$ cat src/rtl/if_id_fetch_queue_pkg.sv
`default_nettype none
// ============================================================================
// Module  : if_id_fetch_queue_pkg
// Purpose : Shared types and constants for the IF->ID fetch queue.
//           - fetch_entry_t : one queued {instruction, pc} pair
//           - FQ_NOP_INSTR  : default instruction shown to ID when empty
//           - FLUSH_DROP_W  : width of the flush-drop statistics counter
//           - sat_add_drops : saturating accumulate for that counter
// Revision: 1.0  initial release
// ============================================================================
package if_id_fetch_queue_pkg;

  localparam int unsigned FQ_WORD_LEN = 16;
  localparam int unsigned FQ_PC_LEN   = 16;
  localparam logic [FQ_WORD_LEN-1:0] FQ_NOP_INSTR = 16'h0000;
  localparam int unsigned FLUSH_DROP_W = 8;

  typedef struct packed {
    logic [FQ_WORD_LEN-1:0] instr;
    logic [FQ_PC_LEN-1:0]   pc;
  } fetch_entry_t;

  // Adds inc to acc, clamping at the all-ones value instead of wrapping.
  function automatic logic [FLUSH_DROP_W-1:0] sat_add_drops(
      input logic [FLUSH_DROP_W-1:0] acc,
      input int unsigned             inc);
    int unsigned max_v;
    int unsigned total;
    max_v = (32'd1 << FLUSH_DROP_W) - 32'd1;
    total = 32'(acc) + inc;
    if (total > max_v) return '1;
    return total[FLUSH_DROP_W-1:0];
  endfunction

endpackage
`default_nettype wire

$ cat src/rtl/if_id_fetch_queue_if.sv
`default_nettype none
// ============================================================================
// Module  : if_id_fetch_queue_if
// Purpose : Bundle of IF-side and ID-side handshake signals of the fetch
//           queue. 'slave' is the queue's view, 'master' is the view of the
//           surrounding pipeline (IF producer, ID consumer, hazard/branch).
// Signals : in_valid/instructionIn/pcIn/in_ready  IF-side handshake
//           flush/freeze                          pipeline control
//           instruction/pc/out_valid              head entry towards ID
//           count/flush_drops                     occupancy and statistics
// Revision: 1.0  initial release
// ============================================================================
interface if_id_fetch_queue_if #(
  parameter int WORD_LEN = 16,
  parameter int PC_LEN   = 16,
  parameter int DEPTH    = 4
);
  localparam int CNT_W = $clog2(DEPTH + 1);

  logic                in_valid;
  logic [WORD_LEN-1:0] instructionIn;
  logic [PC_LEN-1:0]   pcIn;
  logic                in_ready;
  logic                flush;
  logic                freeze;
  logic [WORD_LEN-1:0] instruction;
  logic [PC_LEN-1:0]   pc;
  logic                out_valid;
  logic [CNT_W-1:0]    count;
  logic [7:0]          flush_drops;

  modport slave (
    input  in_valid, instructionIn, pcIn, flush, freeze,
    output in_ready, instruction, pc, out_valid, count, flush_drops
  );

  modport master (
    output in_valid, instructionIn, pcIn, flush, freeze,
    input  in_ready, instruction, pc, out_valid, count, flush_drops
  );
endinterface
`default_nettype wire

$ cat src/rtl/if_id_fetch_queue_fifo_ptr_ctrl.sv
`default_nettype none
// ============================================================================
// Module  : fifo_ptr_ctrl
// Purpose : Read/write pointers and occupancy of the fetch queue, including
//           the enqueue/dequeue qualification and flush clearing.
// Ports   : clk, rst            clock, asynchronous active-high reset
//           in_valid            IF offers an entry
//           freeze, flush       hold the head / discard everything
//           enq, deq            qualified push / pop for this cycle
//           wr_ptr, rd_ptr      storage indices
//           count, full, empty  occupancy state
// Revision: 1.0  initial release
// ============================================================================
module fifo_ptr_ctrl #(
  parameter  int DEPTH = 4,
  localparam int PTR_W = $clog2(DEPTH),
  localparam int CNT_W = $clog2(DEPTH + 1)
) (
  input  logic             clk,
  input  logic             rst,
  input  logic             in_valid,
  input  logic             freeze,
  input  logic             flush,
  output logic             enq,
  output logic             deq,
  output logic [PTR_W-1:0] wr_ptr,
  output logic [PTR_W-1:0] rd_ptr,
  output logic [CNT_W-1:0] count,
  output logic             full,
  output logic             empty
);

  logic [PTR_W-1:0] wr_ptr_q, wr_ptr_d;
  logic [PTR_W-1:0] rd_ptr_q, rd_ptr_d;
  logic [CNT_W-1:0] count_q,  count_d;

  always_comb begin
    full  = (count_q == CNT_W'(DEPTH));
    empty = (count_q == '0);
    // full/empty come from registered count only, so in_ready has no
    // combinational dependency on freeze or flush.
    enq   = in_valid && !full && !flush;
    deq   = !empty && !freeze && !flush;

    wr_ptr_d = wr_ptr_q;
    rd_ptr_d = rd_ptr_q;
    count_d  = count_q;

    if (flush) begin
      wr_ptr_d = '0;
      rd_ptr_d = '0;
      count_d  = '0;
    end else begin
      // DEPTH is a power of two, so the pointer width wraps naturally.
      if (enq) wr_ptr_d = wr_ptr_q + PTR_W'(1);
      if (deq) rd_ptr_d = rd_ptr_q + PTR_W'(1);
      count_d = count_q + CNT_W'(enq) - CNT_W'(deq);
    end
  end

  always_ff @(posedge clk or posedge rst) begin
    if (rst) begin
      wr_ptr_q <= '0;
      rd_ptr_q <= '0;
      count_q  <= '0;
    end else begin
      wr_ptr_q <= wr_ptr_d;
      rd_ptr_q <= rd_ptr_d;
      count_q  <= count_d;
    end
  end

  assign wr_ptr = wr_ptr_q;
  assign rd_ptr = rd_ptr_q;
  assign count  = count_q;

  a_no_overflow: assert property (@(posedge clk) disable iff (rst)
    !(enq && !deq && (count_q == CNT_W'(DEPTH))));
  a_no_underflow: assert property (@(posedge clk) disable iff (rst)
    !(deq && !enq && (count_q == '0)));
  a_count_bound: assert property (@(posedge clk) disable iff (rst)
    count_q <= CNT_W'(DEPTH));

endmodule
`default_nettype wire

$ cat src/rtl/if_id_fetch_queue.sv
`default_nettype none
// ============================================================================
// Module  : if_id_fetch_queue
// Purpose : DEPTH-entry instruction/PC FIFO between IF and ID. Lets IF keep
//           fetching while ID is frozen, and drops everything on a taken
//           branch.
// Ports   : clk, rst  clock, asynchronous active-high reset
//           bus       slave view of if_id_fetch_queue_if:
//                     in_valid/instructionIn/pcIn/in_ready  IF handshake
//                     flush (taken branch), freeze (hazard)
//                     instruction/pc/out_valid              head to ID
//                     count (occupancy), flush_drops (saturating stat)
// Revision: 1.0  initial release
// ============================================================================
module if_id_fetch_queue
  import if_id_fetch_queue_pkg::*;
#(
  parameter int                  WORD_LEN  = FQ_WORD_LEN,
  parameter int                  PC_LEN    = FQ_PC_LEN,
  parameter int                  DEPTH     = 4,
  parameter logic [WORD_LEN-1:0] NOP_INSTR = FQ_NOP_INSTR
) (
  input  logic                clk,
  input  logic                rst,
  if_id_fetch_queue_if.slave  bus
);

  localparam int PTR_W = $clog2(DEPTH);
  localparam int CNT_W = $clog2(DEPTH + 1);

  logic             enq, deq, full, empty;
  logic [PTR_W-1:0] wr_ptr, rd_ptr;
  logic [CNT_W-1:0] count;

  fifo_ptr_ctrl #(.DEPTH(DEPTH)) u_ptr_ctrl (
    .clk      (clk),
    .rst      (rst),
    .in_valid (bus.in_valid),
    .freeze   (bus.freeze),
    .flush    (bus.flush),
    .enq      (enq),
    .deq      (deq),
    .wr_ptr   (wr_ptr),
    .rd_ptr   (rd_ptr),
    .count    (count),
    .full     (full),
    .empty    (empty)
  );

  // Payload storage is deliberately not reset; the per-entry valid bits
  // and out_valid gate it so stale or X contents never reach ID.
  fetch_entry_t mem_q [DEPTH];

  always_ff @(posedge clk) begin
    if (enq) mem_q[wr_ptr] <= '{instr: bus.instructionIn, pc: bus.pcIn};
  end

  logic [DEPTH-1:0]        valid_q, valid_d;
  logic [FLUSH_DROP_W-1:0] flush_drops_q, flush_drops_d;

  always_comb begin
    valid_d       = valid_q;
    flush_drops_d = flush_drops_q;
    if (bus.flush) begin
      valid_d       = '0;
      flush_drops_d = sat_add_drops(flush_drops_q, 32'(count));
    end else begin
      // wr_ptr == rd_ptr only when empty or full, and then at most one of
      // enq/deq can fire, so these two writes never collide.
      if (deq) valid_d[rd_ptr] = 1'b0;
      if (enq) valid_d[wr_ptr] = 1'b1;
    end
  end

  always_ff @(posedge clk or posedge rst) begin
    if (rst) begin
      valid_q       <= '0;
      flush_drops_q <= '0;
    end else begin
      valid_q       <= valid_d;
      flush_drops_q <= flush_drops_d;
    end
  end

  logic head_live;
  assign head_live = !empty && valid_q[rd_ptr];

  assign bus.in_ready    = !full;
  assign bus.out_valid   = !empty;
  assign bus.instruction = head_live ? mem_q[rd_ptr].instr : NOP_INSTR;
  assign bus.pc          = head_live ? mem_q[rd_ptr].pc    : '0;
  assign bus.count       = count;
  assign bus.flush_drops = flush_drops_q;

endmodule
`default_nettype wire
$ cat src/flat_wrapper.sv
// flat-port wrapper written by rule: the top's interface ports become plain ports
module if_id_fetch_queue_flat import if_id_fetch_queue_pkg::*;
#(
  parameter int                  WORD_LEN  = FQ_WORD_LEN,
  parameter int                  PC_LEN    = FQ_PC_LEN,
  parameter int                  DEPTH     = 4,
  parameter logic [WORD_LEN-1:0] NOP_INSTR = FQ_NOP_INSTR
)
  (clk, rst, bus_in_valid, bus_instructionIn, bus_pcIn, bus_flush, bus_freeze, bus_in_ready, bus_instruction, bus_pc, bus_out_valid, bus_count, bus_flush_drops);
  if_id_fetch_queue_if #(.WORD_LEN(WORD_LEN), .PC_LEN(PC_LEN), .DEPTH(DEPTH)) bus_i ();
  input  logic clk;
  input  logic rst;
  input wire logic [$bits(bus_i.in_valid)-1:0] bus_in_valid;
  input wire logic [$bits(bus_i.instructionIn)-1:0] bus_instructionIn;
  input wire logic [$bits(bus_i.pcIn)-1:0] bus_pcIn;
  input wire logic [$bits(bus_i.flush)-1:0] bus_flush;
  input wire logic [$bits(bus_i.freeze)-1:0] bus_freeze;
  output wire logic [$bits(bus_i.in_ready)-1:0] bus_in_ready;
  output wire logic [$bits(bus_i.instruction)-1:0] bus_instruction;
  output wire logic [$bits(bus_i.pc)-1:0] bus_pc;
  output wire logic [$bits(bus_i.out_valid)-1:0] bus_out_valid;
  output wire logic [$bits(bus_i.count)-1:0] bus_count;
  output wire logic [$bits(bus_i.flush_drops)-1:0] bus_flush_drops;
  assign bus_i.in_valid = bus_in_valid;
  assign bus_i.instructionIn = bus_instructionIn;
  assign bus_i.pcIn = bus_pcIn;
  assign bus_i.flush = bus_flush;
  assign bus_i.freeze = bus_freeze;
  assign bus_in_ready = bus_i.in_ready;
  assign bus_instruction = bus_i.instruction;
  assign bus_pc = bus_i.pc;
  assign bus_out_valid = bus_i.out_valid;
  assign bus_count = bus_i.count;
  assign bus_flush_drops = bus_i.flush_drops;
  if_id_fetch_queue #(.WORD_LEN(WORD_LEN), .PC_LEN(PC_LEN), .DEPTH(DEPTH), .NOP_INSTR(NOP_INSTR)) u_core (.clk(clk), .rst(rst), .bus(bus_i));
endmodule
$ cat config.mk
export PLATFORM = sky130hd
export DESIGN_NAME = if_id_fetch_queue_flat
export DESIGN_NICKNAME = d
export VERILOG_FILES = /design/src/rtl/if_id_fetch_queue_pkg.sv /design/src/rtl/if_id_fetch_queue_if.sv /design/src/rtl/if_id_fetch_queue_fifo_ptr_ctrl.sv /design/src/rtl/if_id_fetch_queue.sv /design/src/flat_wrapper.sv
export SDC_FILE = /design/constraint.sdc
export NUM_CORES = 1
export LEC_CHECK = 0
export CAP_MARGIN = 30
export CORE_ASPECT_RATIO = 2
export CORE_MARGIN = 2
export CORE_UTILIZATION = 59
export CTS_CLUSTER_SIZE = 30
export DETAILED_ROUTE_END_ITERATION = 6
export PLACE_DENSITY = 0.82
export SLEW_MARGIN = 20
export SYNTH_ARGS = -nofsm -noshare
export SYNTH_HDL_FRONTEND = slang
export SYNTH_SLANG_ARGS = --single-unit
$ cat constraint.sdc
create_clock -name clk -period 4.6 [get_ports clk]
set_input_delay 0.69 -clock clk [delete_from_list [all_inputs] [get_ports clk]]
set_output_delay 0.69 -clock clk [all_outputs]
set_load 0.03 [all_outputs]
After elaboration in Yosys (flattened, before gate mapping) --
Memory sizes are Yosys's and may differ from the RTL's. Cells that the tools add are included.
Word-level totals: flip-flop bits (word level) 19, logic and storage cells 57, memories 1, RAM bits 128
Memory list:
- u_core.mem_q | words 4, bits a word 32, rd ports 1, clocked after memory_dff 0, write ports 1, line if_id_fetch_queue.sv:52 | fetch_entry_t mem_q [DEPTH];
Operators by class: equality and inequality tests 1, bitwise gates (word level) 3, add/sub/neg operators 5, reduce and logical (&&, ||, !) cells 14, magnitude comparators 5, mux-type cells 23
Operators with widths (count):
- $gt 32x8->1 const B | 1
- $mux 16 | 2
- $mux 4 | 4
- $mux 8 | 2
- $add 8x3->9 | 1
- $mux 2 | 4
- $logic_and 1x1->1 | 7
- $mux 1 | 7
- $lt 2x3->1 const B | 2
- $add 2x1->2 const B | 2
- $and 4x4->4 | 1
- $demux 1 s2 | 2
- $ge 2x1->1 const B | 2
- $logic_not 1->1 | 4
- $not 4->4 | 1
- $or 4x4->4 | 1
- $reduce_bool 2->1 | 2
- $add 3x1->3 | 1
- $eq 3x3->1 const B | 1
- $logic_not 3->1 | 1
- $mux 3 | 1
- $sub 3x1->3 | 1
- $bmux 1 s2 | 1

Logic depth before layout (Yosys ltp) --
word-level depth 11, gate-level depth with buffers 11, gate-level depth less buffers 10

Cells and area by module --
From an unflattened synthesis, not the netlist that was laid out.
Second synthesis, totals: cell total of the unflattened synthesis 319, area, all modules 5972.0 sq um
Modules (own cells, without submodules):
- if_id_fetch_queue | times used 1, cells each 279, area an instance 5571.6 sq um, seq. area each 4144.0 sq um
- fifo_ptr_ctrl | times used 1, cells each 40, area an instance 400.4 sq um, seq. area each 175.2 sq um

Worst setup path before layout --
No wires, ideal clock.
kind input -> register, start point input port bus_flush, end point register u_core.u_ptr_ctrl.count_q[2], in the netlist u_core.u_ptr_ctrl.count[2], data required time 4.468 ns, setup time 0.132 ns, path slack 2.078 ns, stages on the path 10, arrival time 2.390 ns, path buffers 2, path through clkbuf_1 > clkbuf_1 > nor3_1 > ha_1 > inv_1 > ha_1 > inv_1 > fa_1 > xnor2_1 > nor2_1
On the way: cells in the longest elaborated chain, start to end 5
RTL lines:
- start: declaration | line flat_wrapper.sv:16 | input wire logic [$bits(bus_i.flush)-1:0] bus_flush;
- $logic_not 1->1 | line if_id_fetch_queue_fifo_ptr_ctrl.sv:42, if_id_fetch_queue_fifo_ptr_ctrl.sv:43
- $logic_and 1x1->1 | line if_id_fetch_queue_fifo_ptr_ctrl.sv:42 | enq = in_valid && !full && !flush;
- $add 3x1->3 | line if_id_fetch_queue_fifo_ptr_ctrl.sv:57 | count_d = count_q + CNT_W'(enq) - CNT_W'(deq);
- $sub 3x1->3 | line if_id_fetch_queue_fifo_ptr_ctrl.sv:57
- $mux 3 (*) | line if_id_fetch_queue_fifo_ptr_ctrl.sv:49 | if (flush) begin
- via u_core.u_ptr_ctrl.count_d[2] | line if_id_fetch_queue_fifo_ptr_ctrl.sv:35 | logic [CNT_W-1:0] count_q, count_d;
- end signal: assignment | line if_id_fetch_queue_fifo_ptr_ctrl.sv:69 | count_q <= count_d;
- end: declaration | line if_id_fetch_queue_fifo_ptr_ctrl.sv:35
The timed path passes the listed nets; every way through them passes the cells marked *. A chain may end at the register's enable or synchronous reset.

Worst setup path in the final report --
start point register u_core.u_ptr_ctrl.rd_ptr_q[0], in the netlist u_core.u_ptr_ctrl.rd_ptr[0], end point output port bus_instruction[5]
On the way: cells in the longest elaborated chain, start to end 4
RTL lines:
- start: declaration | line if_id_fetch_queue_fifo_ptr_ctrl.sv:34 | logic [PTR_W-1:0] rd_ptr_q, rd_ptr_d;
- start signal: assignment | line if_id_fetch_queue_fifo_ptr_ctrl.sv:68 | rd_ptr_q <= rd_ptr_d;
- $bmux 1 s2 | line if_id_fetch_queue.sv:86 | assign head_live = !empty && valid_q[rd_ptr];
- $mux 1 (implied by the code) | line if_id_fetch_queue.sv:86
- $logic_and 1x1->1 | line if_id_fetch_queue.sv:86
- $mux 16 (*) | line if_id_fetch_queue.sv:90 | assign bus.instruction = head_live ? mem_q[rd_ptr].instr : NOP_INSTR;
- end: declaration | line flat_wrapper.sv:19 | output wire logic [$bits(bus_i.instruction)-1:0] bus_instruction;
Every way passes the cells marked *; elsewhere a longest branch is shown, timed or not. The select of a mux whose other input is x is not followed.

==> impl_metrics.ini <==
[drt]
first_pass_iters = 4
wire_per_inst_um = 20.41
drtIter0Drc = 190
ant_nets = 0
num_vias = 3221
wl_met3_um = 481
routed.top_layer = met4
viasPerCell = 5.783
drt-met1-wl_um = 4258
drt_wl_total_um = 11370
wl_met2_um = 6452
drc = 0

[timing]
hold_violations = 0
setup_viol = 0
max_slew_margin_pct = 49.62
slew_viol_final = 0
worstMarginPinSlew_ns = 0.7549
fin_crit_ns = 3.468
fin_skew_ns = 0.006591
rsz0062_at_grt = no
post-route-period-util_pct = 75.40
clock.fmax_ghz = 0.2883
tns_ns = 0

[place]
portBuffers = 81
dp_hpwl_um = 7000
place_congestion = 0.7123
place_area_um2 = 6933

[global_routing]
grt_use_total_pct = 22.80
grt_overflow_total = 0
grt_pass1_wl_um = 18030
grt_pass1_vias = 3494
antenna_found_initial = 0
grt_max_degree = 34

[synth]
synth.distinct_cells = 33
yosys.area.top_type_share_pct = 63.79
yosysSeqAreaShare_pct = 71.68
syn_avg_cell_area_um2 = 18.83
synth_fp_nets = 372
yosys.area.top_type = edfxtp_1
synth_area_leaders = edfxtp_1, mux4_2, dfrtp_1, and3_1, ha_1
syn_inst = 320
synth_area_um2 = 6026
synth_warnings = 0
synth-seq-cells = 147

[worst_setup_path]
crit_chain = mux4_2 -> and3_1 -> clkdlybuf4s50_1
cpPeakStageDelay_ns = 0.85
r2r_start = u_core.u_ptr_ctrl.count[1]
regToRegSetupSlack_ns = 2.24
worstPathRequired_ns = 3.91
r2r_end = u_core.u_ptr_ctrl.count[2]
crit_type = register to output pin
critPathBufInv = 1
end_kind = output pin
cp_max_fo = 32
arrival_ns = 2.78
cp_slowest_cell = mux4_2
critPathTopFamily = multiplexers
start_kind = register
r2r_cells = 10

[clock_network]
cts_made_buffers = 17
cts.path.max_buffers = 2
clk_pin_slew_ns = 0.06
postCtsSetupBuffers = 0
htree_levels = 4
cts_tree = built
insertion_delay_ns = 0.41
clock-sinks = 147
cts-resized-gates = 0
cts-root-buf = clkbuf_16
cts_hold_repair.buffers = 0

[cells_and_area]
fin_area_um2 = 7518
fillers = 627
multi_input_area_um2 = 1545
drive_gt1_share_pct = 18.96
nets = 461
regArea_um2 = 4322
syn_to_final_growth_pct = 24.77
num_antenna_cells = 0

[die]
dieArea_um2 = 11090
fp.dieW_um = 75.46
fp.dieH_um = 146.9
io_pins = 82
rows = 52
initial_core_util_pct = 60.14
coreArea_um2 = 10020

[worst_hold_path]
holdPathEnd = u_core.valid_q[2]
hp-class = register to register
hold_start = u_core.valid_q[2]
holdPathStages = 1

[pwr]
power_leakage_nw = 2.687
vdd_drop_max_mv = 0.4296
p_per_area_nw_per_um2 = 552.9

[job]
drv_cap = 0

[status]
outcome = finished clean
## per-layer routing
layer  track usage, %  vias up
met2            38.78       87
met3            6.173       16
met5                0        -
met1            27.17     1676
met4            8.246        0
li1                 -     1442
## cell type report
cell class,instances,share of cell area [%]
well taps,135,2.247
flip-flops and latches,147,57.48
multi-input cells,142,20.55
repair buffers,86,11.38
clock buffers,17,5.658
inverters,15,0.7489
clock inverters,15,1.930
## stage by stage
stage / utilization, % / hold WS, ns / cells / setup WS (ns) / power (mW)
after floorplan: - / 0.4756 / 320 / 2.078 / 2.477
after global routing: 75.04 / 0.5193 / 557 / 0.9888 / 4.336
after CTS: 74.89 / 0.5130 / 556 / 1.042 / 4.176
after detailed placement: 69.19 / 0.5081 / 524 / 1.465 / 2.856
final: 75.04 / 0.5147 / 557 / 1.132 / 4.157
after global placement: 69.19 / 0.4895 / 524 / 1.557 / 2.814
## worst max-delay path by stage
stage                                       endpoint  slack [ns]                         from  cells after the start
after floorplan           u_core.u_ptr_ctrl.count[2]        2.08                    bus_flush                     10
after global placement                     bus_pc[3]        1.56  u_core.u_ptr_ctrl.rd_ptr[0]                      3
after detailed placement                  bus_pc[12]        1.47   u_core.u_ptr_ctrl.count[1]                      4
after CTS                         bus_instruction[9]        1.04   u_core.u_ptr_ctrl.count[1]                      4
after global routing                      bus_pc[15]        0.99  u_core.u_ptr_ctrl.rd_ptr[0]                      3
final                             bus_instruction[5]        1.13  u_core.u_ptr_ctrl.rd_ptr[0]                      3
## synth_stat cells
master    number
a31o_1         4
mux2_2         3
or3b_4         1
nand2_1       11
nand4_1        2
dfrtp_1       19
buf_6          4
xor2_1         2
fa_1           2
a21o_1         2
and3_4         1
a21boi_0       1
edfxtp_1     128
ha_1          13
inv_1         15
nand3_1        1
or3_1          1
o21bai_1       1
o211ai_1       2
clkbuf_1       6
nor3_1         3
and3_1        33
nor2_1         8
o21ai_0        2
nor2b_1        2
and2_4         4
a21oi_1        2
mux2i_1        1
buf_4          3
mux4_2        33
a31oi_1        4
xnor2_1        3
buf_2          3
## power by group
part / total, mW / internal, mW / switching [mW]
combinational: 1.15 / 0.533 / 0.621
clock: 1.32 / 0.758 / 0.561
sequential: 1.68 / 1.57 / 0.111
total: 4.16 / 2.86 / 1.29
## sequential cells by signal, indices dropped and copies added, names as in the netlist
signal	count
u_core.u_ptr_ctrl.wr_ptr	2
u_core.bus.flush_drops	8
u_core.u_ptr_ctrl.count	3
u_core.mem_q	128
u_core.u_ptr_ctrl.rd_ptr	2
u_core.valid_q	4
## cells in the final DEF (no fill, tap or decap), types with 4 or more instances in the layout
cell / instances
a31oi_1: 4
ha_1: 13
dfrtp_1: 17
and3_1: 33
nor2_1: 8
edfxtp_1: 128
mux4_2: 33
and2_4: 4
a31o_1: 4
buf_4: 4
clkbuf_16: 17
inv_6: 6
inv_1: 15
nand2_1: 11
clkdlybuf4s50_1: 81
## cells by family (layout without fill, tap and decap cells)
group	count (synthesis)	count (layout)	synth area share (%)
flip-flops	147	147	71.68
AND/OR/NAND/NOR	67	67	6.416
multiplexers	37	37	13.06
buffers and inverters	31	133	2.678
AO/OA/AOI/OAI	18	18	2.076
adder cells (fa/ha/maj)	15	15	3.364
XOR/XNOR	5	5	0.7269
No activity file was read; power rests on OpenSTA's default activity.
